--- src/rtl/wb_port_arbiter.sv ---
// -----------------------------------------------------------------------------
// wb_port_arbiter
// Shares the single register-file write port between the in-order pipeline
// write-back stage and a long-latency execution unit (mul/div).
//
// Pipeline results win the port by fixed priority. Unit results are buffered
// in a small FIFO and drained on cycles where the pipeline does not write.
// Every write reaches the regfile port one cycle after its grant.
//
// Optional feature (compile-time macro WB_STARVE_GUARD_EN):
//   When defined, a starve counter watches the FIFO head. If the head is
//   denied the port for MAX_WAIT-1 consecutive cycles, pipe_stall is raised
//   for one cycle and the head is written in that cycle. When undefined,
//   pipe_stall is tied low and a busy pipeline may starve the FIFO.
//
// Parameters:
//   DEPTH     unit-result FIFO entries (power of 2, >= 2)
//   MAX_WAIT  head wait limit in cycles for the starve guard (>= 2)
//
// Ports:
//   clk, rst_n          clock, asynchronous active-low reset
//   pipe_valid          pipeline WB slot carries a register write
//   pipe_rd             pipeline destination register
//   pipe_MemtoReg       1: write pipe_read_data, 0: write pipe_ALU_result
//   pipe_read_data      load data
//   pipe_ALU_result     ALU result
//   ext_valid/ext_ready unit result handshake (ready from registered count)
//   ext_rd, ext_data    unit destination register and result
//   rf_we/waddr/wdata   registered regfile write port
//   pipe_stall          registered; pipeline must hold its WB inputs
//   fifo_count          current FIFO occupancy
// -----------------------------------------------------------------------------
module wb_port_arbiter #(
  parameter int DEPTH    = 4,
  parameter int MAX_WAIT = 8
) (
  input  logic                     clk,
  input  logic                     rst_n,
  input  logic                     pipe_valid,
  input  logic [4:0]               pipe_rd,
  input  logic                     pipe_MemtoReg,
  input  logic [31:0]              pipe_read_data,
  input  logic [31:0]              pipe_ALU_result,
  input  logic                     ext_valid,
  output logic                     ext_ready,
  input  logic [4:0]               ext_rd,
  input  logic [31:0]              ext_data,
  output logic                     rf_we,
  output logic [4:0]               rf_waddr,
  output logic [31:0]              rf_wdata,
  output logic                     pipe_stall,
  output logic [$clog2(DEPTH):0]   fifo_count
);

  localparam int PW = $clog2(DEPTH);
  localparam int CW = PW + 1;

  logic [4:0]    mem_rd   [DEPTH];
  logic [31:0]   mem_data [DEPTH];
  logic [PW-1:0] wr_ptr;
  logic [PW-1:0] rd_ptr;
  logic [CW-1:0] count;

  logic          push;
  logic          pop;
  logic          stall_now;
  logic [4:0]    head_rd;
  logic [31:0]   head_data;

  assign ext_ready  = (count != CW'(DEPTH));
  assign push       = ext_valid && ext_ready;
  // A stall cycle hands the port to the FIFO regardless of pipe_valid.
  assign pop        = (count != '0) && (stall_now || !pipe_valid);
  assign head_rd    = mem_rd[rd_ptr];
  assign head_data  = mem_data[rd_ptr];
  assign fifo_count = count;
  assign pipe_stall = stall_now;

  // FIFO storage is not reset; entries are only read while count says valid.
  always_ff @(posedge clk) begin
    if (push) begin
      mem_rd[wr_ptr]   <= ext_rd;
      mem_data[wr_ptr] <= ext_data;
    end
  end

  // Pointers wrap naturally because DEPTH is a power of two.
  always_ff @(posedge clk or negedge rst_n) begin
    if (!rst_n) begin
      wr_ptr <= '0;
      rd_ptr <= '0;
      count  <= '0;
    end else begin
      if (push) wr_ptr <= wr_ptr + PW'(1);
      if (pop)  rd_ptr <= rd_ptr + PW'(1);
      case ({push, pop})
        2'b10:   count <= count + CW'(1);
        2'b01:   count <= count - CW'(1);
        default: count <= count;
      endcase
    end
  end

  // rd==0 still consumes the grant and updates address/data, but never writes.
  always_ff @(posedge clk or negedge rst_n) begin
    if (!rst_n) begin
      rf_we    <= 1'b0;
      rf_waddr <= '0;
      rf_wdata <= '0;
    end else if (pop) begin
      rf_we    <= (head_rd != 5'd0);
      rf_waddr <= head_rd;
      rf_wdata <= head_data;
    end else if (pipe_valid && !stall_now) begin
      rf_we    <= (pipe_rd != 5'd0);
      rf_waddr <= pipe_rd;
      rf_wdata <= pipe_MemtoReg ? pipe_read_data : pipe_ALU_result;
    end else begin
      rf_we    <= 1'b0;
    end
  end

`ifdef WB_STARVE_GUARD_EN
  localparam int SW = $clog2(MAX_WAIT) + 1;

  logic [SW-1:0] starve_cnt;
  logic [SW-1:0] starve_next;
  logic          stall_q;

  // Counts consecutive cycles the head is denied; a pop or empty FIFO clears it.
  always_comb begin
    starve_next = starve_cnt + SW'(1);
    if (pop || (count == '0)) starve_next = '0;
  end

  always_ff @(posedge clk or negedge rst_n) begin
    if (!rst_n) begin
      starve_cnt <= '0;
      stall_q    <= 1'b0;
    end else begin
      starve_cnt <= starve_next;
      stall_q    <= (starve_next == SW'(MAX_WAIT - 1));
    end
  end

  assign stall_now = stall_q;
`else
  assign stall_now = 1'b0;
`endif

endmodule
--- config.mk ---
export PLATFORM = sky130hd
export DESIGN_NAME = wb_port_arbiter
export DESIGN_NICKNAME = d
export VERILOG_FILES = /design/src/rtl/wb_port_arbiter.sv
export SDC_FILE = /design/constraint.sdc
export NUM_CORES = 1
export LEC_CHECK = 0
export CORE_ASPECT_RATIO = 1.75
export CORE_UTILIZATION = 45
export CTS_CLUSTER_SIZE = 25
export DETAILED_ROUTE_END_ITERATION = 12
export HOLD_SLACK_MARGIN = 0.12
export PLACE_DENSITY = 0.68
export SKIP_CTS_REPAIR_TIMING = 1
export SLEW_MARGIN = 10
export SYNTH_ARGS = -nofsm -noshare
export SYNTH_HDL_FRONTEND = slang
export SYNTH_SLANG_ARGS = --single-unit
--- constraint.sdc ---
create_clock -name clk -period 3.1 [get_ports clk]
set_input_delay 0.31 -clock clk [delete_from_list [all_inputs] [get_ports clk]]
set_output_delay 0.31 -clock clk [all_outputs]
set_load 0.02 [all_outputs]
## After elaboration in Yosys (flattened, before gate mapping)

Memories as Yosys holds them, arrays and structs flattened.
Cells that the tools add are included.

| storage, ports and cells | value |
|---|---|
| bits in writable memories | 148 |
| input port bits | 111 |
| memories kept | 2 |
| register bits after elaboration | 45 |
| output and inout bits | 43 |

| operators by class | value |
|---|---|
| equality and inequality tests | 3 |
| multiplexer cells | 10 |
| reduce and logical (&&, ||, !) cells | 8 |
| add/sub/neg operators | 4 |

Memory list:

| memory | words | width | rd ports | clocked after memory_dff | write ports | RTL line | source |
|---|---|---|---|---|---|---|---|
| mem_data | 4 | 32 | 1 | 0 | 1 | 59 | `logic [31:0] mem_data [DEPTH];` |
| mem_rd | 4 | 5 | 1 | 0 | 1 | 58 | `logic [4:0] mem_rd [DEPTH];` |

Operators with widths:

| cell | number |
|---|---|
| 32-bit two-way mux | 3 |
| 5-bit two-way mux | 2 |
| 5-bit nonzero test | 2 |
| 3-bit one-hot mux with 2 select lines | 1 |
| 2-bit by 1-bit adder with 2-bit output (second input constant) | 2 |
| 1-bit two-way mux | 4 |
| 2-bit nonzero test | 2 |
| 3-bit by 1-bit adder with 3-bit output (second input constant) | 1 |
| 3-bit inequality test (second input constant) | 1 |
| 3-bit nonzero test | 1 |
| 3-bit by 1-bit subtractor with 3-bit output (second input constant) | 1 |
| 2-bit by 1-bit equality test with 1-bit output (second input constant) | 1 |
| 2-bit equality test (second input constant) | 1 |
| 1-bit logical AND | 2 |
| 1-bit zero test | 1 |

## Logic depth before layout (Yosys ltp)

Gate-level depths: netlist (run 1).

| logic depth | value |
|---|---|
| word-level depth | 4 |
| mapped depth | 10 |
| gate-level depth less buffers | 10 |

## Worst setup path before layout (run 1)

OpenSTA, ideal clock, no wires.

| timing path | value |
|---|---|
| path type | reg-to-reg |
| start | register count[0] (netlist: fifo_count[0]) |
| end | register count[2] (netlist: fifo_count[2]) |
| data arrival time | 2,299 ps |
| path slack | 721 ps |
| clock period less this slack | 2,379 ps |
| required time | 3,020 ps |
| cell stages (with the launch flop) | 11 |
| setup time | 80 ps |
| cells stage by stage | dfrtp_1 > nor3_1 > or2_2 > inv_1 > clkbuf_1 > ha_1 > inv_1 > fa_1 > xor2_1 > nor2_1 > xor2_1 |

| between the ends | value |
|---|---|
| word-level cells in the longest chain between the ends | 4 |

RTL lines:

| what | RTL line | source |
|---|---|---|
| from (decl) | 62 | `logic [CW-1:0] count;` |
| from (signal assigned) | 97 | `2'b10: count <= count + CW'(1);` |
| from (signal assigned) | 98 | `2'b01: count <= count - CW'(1);` |
| from (signal assigned) | 99 | `default: count <= count;` |
| 3-bit inequality test / 3-bit nonzero test (equally long branches) | 70, 73 |  |
| 1-bit logical AND, on equally long branches | 71, 73 |  |
| 2-bit by 1-bit equality test with 1-bit output / 2-bit equality test (equally long branches) | 96 | `case ({push, pop})` |
| 3-bit one-hot mux with 2 select lines / 2-bit nonzero test (equally long branches) | - |  |

Parallel ways exist; a longest one is shown, timed or not.
A chain may end at the register's enable or synchronous reset.

## Worst setup path after layout (run 1)

Same ends and word-level chain as after synthesis.

==> results of run 1 <==
## worst max-delay path by stage
stage,cells after the start,end,slack [ns],from
after floorplan,10,fifo_count[2],0.72,fifo_count[0]
after global placement,3,mem_data[3][13],0.99,ext_valid
after detailed placement,10,fifo_count[2],0.90,fifo_count[1]
after CTS,10,fifo_count[2],0.90,fifo_count[0]
after global routing,10,fifo_count[2],0.70,fifo_count[0]
final,10,fifo_count[2],0.91,fifo_count[0]
## Yosys cell counts, types with 2 or more instances
cell	number	share of area, %
buf_1	2	0.098
mux2_2	15	2.2
mux4_2	35	10
ha_1	5	0.81
inv_1	26	1.3
a222oi_1	19	2.5
clkbuf_1	15	0.73
edfxtp_1	148	58
xor2_1	2	0.23
o221a_2	18	2.6
mux2i_1	19	2.5
dfrtp_1	45	15
mux4_1	2	0.68
nand2_1	20	0.98
and3_1	4	0.33
buf_2	5	0.33
xnor2_1	4	0.46
## cell families (layout without fill, tap and decap cells)
logic type / count (synthesis) / count (layout) / synth area share, %
other cells: 1 / 1 / 0.0488
mux: 71 / 71 / 15.6
xor+xnor: 6 / 6 / 0.684
simple gates: 33 / 33 / 2.13
fa+ha+maj: 6 / 6 / 1.07
flops: 193 / 193 / 72.5
buf+inv: 50 / 227 / 2.67
compound gates: 39 / 39 / 5.29
## state kept, by name, summed over array words and instances, names as in the netlist
register and cells:
fifo_count 3, mem_data 128, mem_rd 20, rd_ptr 2
rf_waddr 5, rf_wdata 32, rf_we 1, wr_ptr 2
## cells in the final DEF, fill, tap and decap left out, drive strengths merged, types with 7 or more instances in the layout
cell	n
clkdlybuf4s50	149
edfxtp	148
dfrtp	45
mux4	37
inv	32
nand2	20
mux2i	19
a222oi	19
buf	19
o221a	18
clkbuf	17
mux2	15
clkinv	7
## report_power, final
group / total, mW / internal (mW) / switching [mW]
Sequential: 3.76 / 3.47 / 0.283
Combinational: 2.74 / 1.38 / 1.36
Clock: 2.08 / 1.07 / 1.01
## through the flow
step,cells,worst slack (ns),power (mW)
floorplan,399,0.721,5.43
global placement,767,0.994,6.52
detailed placement,767,0.905,6.61
CTS,799,0.898,8.68
global route,800,0.701,8.99
finish,800,0.910,8.57
## worst register-to-register path: stages (launching register included)
cell     delay, ns
dfrtp_1       0.46
inv_1         0.13
nand3_1       0.17
and2_1        0.26
inv_1         0.07
ha_1          0.17
inv_1         0.06
fa_1          0.37
xor2_1        0.15
nor2_1        0.11
xor2_1        0.16
## metal layers
| metal | share of wire [%] | global-route usage, % | up-vias |
|---|---|---|---|
| met4 | 1.5 | 6.64 | 0 |
| met2 | 57 | 35.8 | 133 |
| met3 | 5.1 | 4.40 | 16 |
| met5 | 0 | 0 | - |
| li1 | - | - | 1943 |
| met1 | 37 | 22.5 | 2237 |
## cell type report
type / count / area, um^2 / share of cell area (%)
clock inverter: 15 / 150 / 1.49
multi-input combinational: 156 / 1920 / 19.0
clock buffer: 17 / 425 / 4.21
timing repair buffer: 169 / 1650 / 16.3
inverter: 26 / 97.6 / 0.966
sequential: 193 / 5570 / 55.2
tap: 224 / 280 / 2.78
==> flow_summary.yaml, run 1 <==
placed_design:
  place_area_um2: 9510
  port_buffers: 152
  hpwl_um: 10900
  place_congestion: 0.716
die:
  chipWidth_um: 101
  die_h_um: 175
  io_pins: 154
  core_um2: 16500
  start_util_pct: 46.5
  die_area_um2: 17600
  rows: 62
worst_setup_path:
  cp.required_ns: 3.44
  cp_slowest_cell: "dfrtp_1"
  reg2reg_to: "fifo_count[2]"
  ff2ff_setup_slack_ns: 0.91
  path_cells: "inv_1, nand3_1, and2_1, inv_1, ha_1, inv_1, fa_1, xor2_1, nor2_1, xor2_1"
  end_kind: "register"
  cp.arrival_ns: 2.53
  r2r_start: "fifo_count[0]"
  crit_top_cell: "inv_1"
  cp_top_family: "simple AND/OR/NAND/NOR gates"
  critPathLaunchType: "register"
  critPathBufInv: 3
  max_stage_delay_ns: 0.46
  crit_type: "register to register"
  r2r.worst_path.cells: 10
  critical_path.max_fanout: 6
routing:
  dr.first_iter.drc_count: 263
  drc: 0
  drt_pass1_iterations: 5
  wl_um: 16100
  drtAntennaViolNets: 0
  vias: 4329
  viasPerCell: 5.41
  avgRoutedWirePerCell_um: 20.1
sta:
  period_needed_ns: 2.19
  hold_viol: 0
  finClkSkew_ns: 0.0124
  max-slew-margin-rel_pct: 51.3
  worst_slew_pin_slew_ns: 0.731
  clock.fmax_mhz: 457
  fin_hold_ws_ns: 0.476
  rsz0062_at_grt: "false"
  setup_viol: 0
  drv_slew: 0
  min_period_over_period_pct: 70.6
  fin_setup_tns_ns: 0
clock_tree:
  cts_buffers: 17
  clk_path_buf_depth: 2
  clock-sinks: 193
  cts_tree: "done"
  clock_tree.root_cell: "clkbuf_16"
  htreeDepth: 4
  clk_pin_slew_ns: 0.08
  clkLatencyLatePin_ns: 0.43
yosys:
  synth-main-ff-cell: "edfxtp_1"
  syn_area_um2: 7680
  synth_edf_count: 148
  yosysWarnings: 0
  syn_avg_cell_area_um2: 19.3
  synthesis.nets: 516
  syn_inst: 399
  ys_ff_latch: 193
  yosysUniqueCellTypes: 32
  async_flop_share_pct: 23.3
  yosysSeqAreaShare_pct: 72.5
cells_and_area:
  antenna_cells: 0
  drive_above_1_share_pct: 22.4
  syn_to_final_growth_pct: 31.4
  fill_cells: 1237
  postLayoutCoreUtil_pct: 61.1
  design_area_um2: 10100
  final_nets: 680
power:
  powerDensity_nw_per_um2: 849
  leakage_nw: 3.65
  peakVddDrop_mv: 0.417
global_routing:
  grt_pass1_vias: 4680
  grt_use_total_pct: 19.7
  grt_pass1_wl_um: 25200
  grt_max_degree: 41
  grt_overflow: 0
  antenna_found_initial: 0
min_path:
  hold_path_class: "input port to asynchronous set/reset pin"
flow_run:
  max-cap-violations: 0
outcome:
  outcome: "completed"
Note: power is estimated with default switching activity, not from simulation.
==> run 2: changes to the inputs <==
==> constraint.sdc (replaced) <==
create_clock -name clk -period 2.04 [get_ports clk]
set_input_delay 0.204 -clock clk [delete_from_list [all_inputs] [get_ports clk]]
set_output_delay 0.204 -clock clk [all_outputs]
set_load 0.02 [all_outputs]
==> run 2 against run 1 <==
  * Hold slack got worse by 0.29 ns
  * Global-route usage is 0.60 points higher
  * Cell count up 1.4%
  * Register-to-register slack worse by 0.80 ns
  * Critical path type unchanged
  * Critical endpoint is now rf_we
==> flow_summary.yaml, run 2 (synthesis results as in run 1) <==
routing:
  viasPerCell: 5.45
  drtAntennaViolNets: 0
  vias: 4423
  dr.first_iter.drc_count: 301
  avgRoutedWirePerCell_um: 20.8
  drc: 0
  wl_um: 16800
  drt_pass1_iterations: 5
placed_design:
  place_area_um2: 9610
  hpwl_um: 11100
  dp.cells: 771
  port_buffers: 152
  place_congestion: 0.755
cells_and_area:
  antenna_cells: 0
  syn_to_final_growth_pct: 34.0
  largest_reg_flops: 128
  design_area_um2: 10300
  fin_cells: 811
  fill_cells: 1231
  postLayoutCoreUtil_pct: 62.3
  final_cell_mix: "clkdlybuf4s50_1, edfxtp_1, dfrtp_1"
  regMostFlops: "mem_data"
  reg.largest.list: "mem_data x128, rf_wdata x32, mem_rd x20"
  drive_above_1_share_pct: 25.6
  final_nets: 691
sta:
  rsz0062_at_grt: "false"
  setup_viol: 0
  period_needed_ns: 1.93
  drv_slew: 0
  worst_slew_pin_slew_ns: 0.612
  min_period_over_period_pct: 94.4
  finClkSkew_ns: 0.0148
  clock.fmax_mhz: 519
  hold_viol: 0
  max-slew-margin-rel_pct: 59.2
worst_setup_path:
  critPathBufInv: 0
  cp_slowest_cell: "mux4_1"
  path_cells: "mux4_1, or4_4, o21ai_2, nand2_1"
  crit_type: "register to register"
  critical_path.max_fanout: 7
  critPathLaunchType: "register"
  cp_top_family: "simple AND/OR/NAND/NOR gates"
  max_stage_delay_ns: 0.61
  end_kind: "register"
  cp.arrival_ns: 2.23
  cp.required_ns: 2.35
power:
  comb_power_share_pct: 33.0
  power.switching_mw: 3.98
  powerDensity_nw_per_um2: 1310
  clock_power_share_pct: 24.6
  peakVddDrop_mv: 0.678
  internal_power_mw: 9.53
  leakage_nw: 3.74
  p_sw_share_pct: 29.5
  seqPwrFrac_pct: 42.3
die:
  die_area_um2: 17600
  core_um2: 16500
  chipWidth_um: 101
  io_pins: 154
  rows: 62
  start_util_pct: 46.5
  die_h_um: 175
clock_tree:
  cts_buffers: 17
  clock-sinks: 193
  clk_pin_slew_ns: 0.07
  htreeDepth: 4
  clk_path_buf_depth: 2
  clock_tree.root_cell: "clkbuf_16"
  clkLatencyLatePin_ns: 0.42
  cts_tree: "done"
global_routing:
  grt_use_total_pct: 20.3
  grt_overflow: 0
  antenna_found_initial: 0
  grt_max_degree: 41
  grt_pass1_wl_um: 25900
  grt_pass1_vias: 4942
flow_run:
  max-cap-violations: 0
min_path:
  hold_path_class: "input port to asynchronous set/reset pin"
outcome:
  outcome: "completed"
run 2: power by group through the flow:
| stage | clock network [mW] | logic [mW] | registers (mW) |
|---|---|---|---|
| final | 3.33 | 4.46 | 5.72 |
| after global routing | 3.55 | 4.76 | 5.81 |
| after CTS | 3.40 | 4.39 | 5.74 |
| after detailed placement | 0 | 4.38 | 5.81 |
| after global placement | 0 | 4.29 | 5.75 |
| after floorplan | 0 | 2.19 | 6.07 |
run 2: cell type report:
cell class	count	area (um^2)	area share [%]
Sequential cell	193	5580	54.1
Multi-Input combinational cell	156	1950	19.0
Timing Repair Buffer	180	1800	17.5
Clock buffer	19	433	4.20
Tap cell	224	280	2.72
Clock inverter	13	160	1.55
Inverter	26	97.6	0.947
run 2: worst paths after layout:
check                             startpoint               to  slack, ns  cells after the start
worst min register to register   rf_wdata[0]      rf_wdata[0]       0.51                      2
max in group asynchronous              rst_n        rd_ptr[1]       1.26                      3
worst max register to register     rd_ptr[0]            rf_we       0.11                      4
min in group clk                ext_data[15]  mem_data[3][15]       0.41                      1
worst max-delay path               rd_ptr[0]            rf_we       0.11                      4
worst min-delay path                   rst_n      rf_wdata[1]       0.18                      2
run 2: stage by stage:
stage	setup WS [ns]	TNS, ns	hold WS (ns)	total power, mW
final	0.115	0	0.185	13.5
after global routing	0.00233	0	0.181	14.1
after CTS	-0.0686	-0.0686	-0.398	13.5
after detailed placement	-0.0636	-0.0636	0.0583	10.2
after global placement	0.0991	0	0.0579	10.0
after floorplan	-0.164	-0.164	-0.0916	8.26
run 2: per-layer routing:
metal	routed length (um)	GRT usage, %	part of all wire, %	vias to the layer above
li1	-	-	-	1966
met1	6170	21.3	37	2293
met2	9720	39.1	58	140
met3	606	4.08	3.6	24
met4	353	7.07	2.1	0
met5	0	0	0	-
==> run 3: changes to the inputs <==
--- a/config.mk
+++ b/config.mk
@@ -6,11 +6,12 @@
 export NUM_CORES = 1
 export LEC_CHECK = 0
 export CORE_ASPECT_RATIO = 1.75
-export CORE_UTILIZATION = 45
+export CORE_UTILIZATION = 51
 export CTS_CLUSTER_SIZE = 25
 export DETAILED_ROUTE_END_ITERATION = 12
 export HOLD_SLACK_MARGIN = 0.12
-export PLACE_DENSITY = 0.68
+export PLACE_DENSITY = 0.76
+export REMOVE_ABC_BUFFERS = 1
 export SKIP_CTS_REPAIR_TIMING = 1
 export SLEW_MARGIN = 10
 export SYNTH_ARGS = -nofsm -noshare
==> run 3 against run 2 <==
  * Sequential power about the same
  * Largest cell class unchanged
  * Clock power is essentially flat
  * Critical path depth grew 5
  * Fmax decreased by 1.3%
  * Critical endpoint is now fifo_count[2]
  * Clock-buffer cell count is 1 lower
==> flow_summary.yaml, run 3 (synthesis results as in run 1) <==
outcome:
  outcome: "completed"
power:
  peakVddDrop_mv: 0.677
  powerDensity_nw_per_um2: 1320
  leakage_nw: 3.74
global_routing:
  grt_max_degree: 41
  grt_pass1_vias: 4811
  grt_pass1_wl_um: 25300
  antenna_found_initial: 1
  grt_overflow: 0
  grt_use_total_pct: 22.9
die:
  die_area_um2: 15600
  io_pins: 154
  start_util_pct: 52.1
  rows: 59
  core_um2: 14800
  chipWidth_um: 94.8
  die_h_um: 164
clock_tree:
  clk_path_buf_depth: 2
  clock_tree.root_cell: "clkbuf_16"
  clkLatencyLatePin_ns: 0.42
  clock-sinks: 193
  cts_buffers: 17
  htreeDepth: 4
  clk_pin_slew_ns: 0.07
  cts_tree: "done"
worst_setup_path:
  critPathLaunchType: "register"
  reg2reg_to: "fifo_count[2]"
  cp.required_ns: 2.38
  cp-startpoint: "fifo_count[2]"
  cp.arrival_ns: 2.29
  r2r.worst_path.cells: 9
  r2r_start: "fifo_count[2]"
  critical_path.max_fanout: 4
  ff2ff_setup_slack_ns: 0.09
  crit_type: "register to register"
  end_kind: "register"
cells_and_area:
  syn_to_final_growth_pct: 33.1
  reg.largest.list: "mem_data x128, rf_wdata x32, mem_rd x20"
  final_cell_mix: "clkdlybuf4s50_1, edfxtp_1, dfrtp_1"
  regMostFlops: "mem_data"
  drive_above_1_share_pct: 24.3
  final_nets: 692
  final_common_cell: "clkdlybuf4s50_1"
  largest_reg_flops: 128
routing:
  wl_um: 16600
  drc: 0
  viasPerCell: 5.67
  avgRoutedWirePerCell_um: 21.5
  dr.first_iter.drc_count: 276
  vias: 4385
  drtAntennaViolNets: 0
  drt_pass1_iterations: 5
sta:
  worst_slew_pin_slew_ns: 0.526
  max-slew-margin-rel_pct: 64.9
  postLayoutSetupSlackWorst_ns: 0.0886
  drv_slew: 0
  period_needed_ns: 1.95
  fin_hold_ws_ns: 0.300
  setup_viol: 0
  hold_viol: 0
  finClkSkew_ns: 0.00936
  clock.fmax_mhz: 512
  min_period_over_period_pct: 95.7
min_path:
  hold_path_class: "input port to asynchronous set/reset pin"
placed_design:
  place_ws_ns: -0.0191
  place_congestion: 0.789
  hpwl_um: 11100
  port_buffers: 152
flow_run:
  max-cap-violations: 0
==> run 3: changes by cell type in the layout (fill, tap and decap cells not counted), moves of 2 or more <==
cell      delta
inv_6        +4
inv_1        +3
diode_2      +2
buf_4        +3
inv_2        -3
clkinv_2     -3
dfrtp_1      +2
dfrtp_2      -2
==> run 3: worst max-delay path by stage <==
stage / endpoint / slack (ns) / cells after the start
after detailed placement: fifo_count[2] / -0.02 / 9
final: fifo_count[2] / 0.09 / 9
after global placement: fifo_count[2] / 0.11 / 9
after CTS: fifo_count[2] / -0.04 / 9
after floorplan: rf_we / -1.08 / 4
after global routing: fifo_count[2] / -0.002 / 9
==> run 3: layout make-up <==
class / count / area [um^2]
multi-input combinational: 156 / 1930
clock inverter: 14 / 176
clock buffer: 18 / 429
sequential: 193 / 5570
timing repair buffer: 181 / 1790
inverter: 26 / 97.6
tap: 183 / 229
antenna: 2 / 5.00
fill: 978 / 4540
==> run 3: per-stage QoR <==
step                      setup TNS (ns)  cells  utilization, %  total power, mW  area [um^2]
after detailed placement         -0.0191    735            64.9             10.2         9580
after CTS                        -0.0365    767            69.0             13.6        10200
after global routing            -0.00182    772            69.3             14.1        10200
final                                  0    773            69.3             13.5        10200
after floorplan                   -60.82    375               -             8.17         7580
after global placement                 0    735            64.9             10.0         9580
==> run 3: critical path, stage by stage (launching register included) <==
cell     delay [ns]
dfrtp_1        0.41
nor3_1         0.08
or2_2          0.29
inv_1          0.09
ha_2           0.18
inv_1          0.06
fa_2           0.34
xor2_1         0.15
nor2_1         0.12
xor2_1         0.16
==> run 3: per-layer routing <==
| layer | track usage, % | share of wire [%] |
|---|---|---|
| met2 | 42.2 | 58 |
| met5 | 0 | 0 |
| met3 | 4.42 | 4.2 |
| met4 | 10.4 | 2.5 |
| met1 | 24.7 | 35 |
==> run 3: power by group <==
| group | total [mW] | internal, mW | leakage, nW | switching, mW |
|---|---|---|---|---|
| Sequential | 5.73 | 5.28 | 1.88 | 0.446 |
| Combinational | 4.40 | 2.29 | 1.57 | 2.11 |
| Clock | 3.36 | 1.95 | 0.296 | 1.41 |
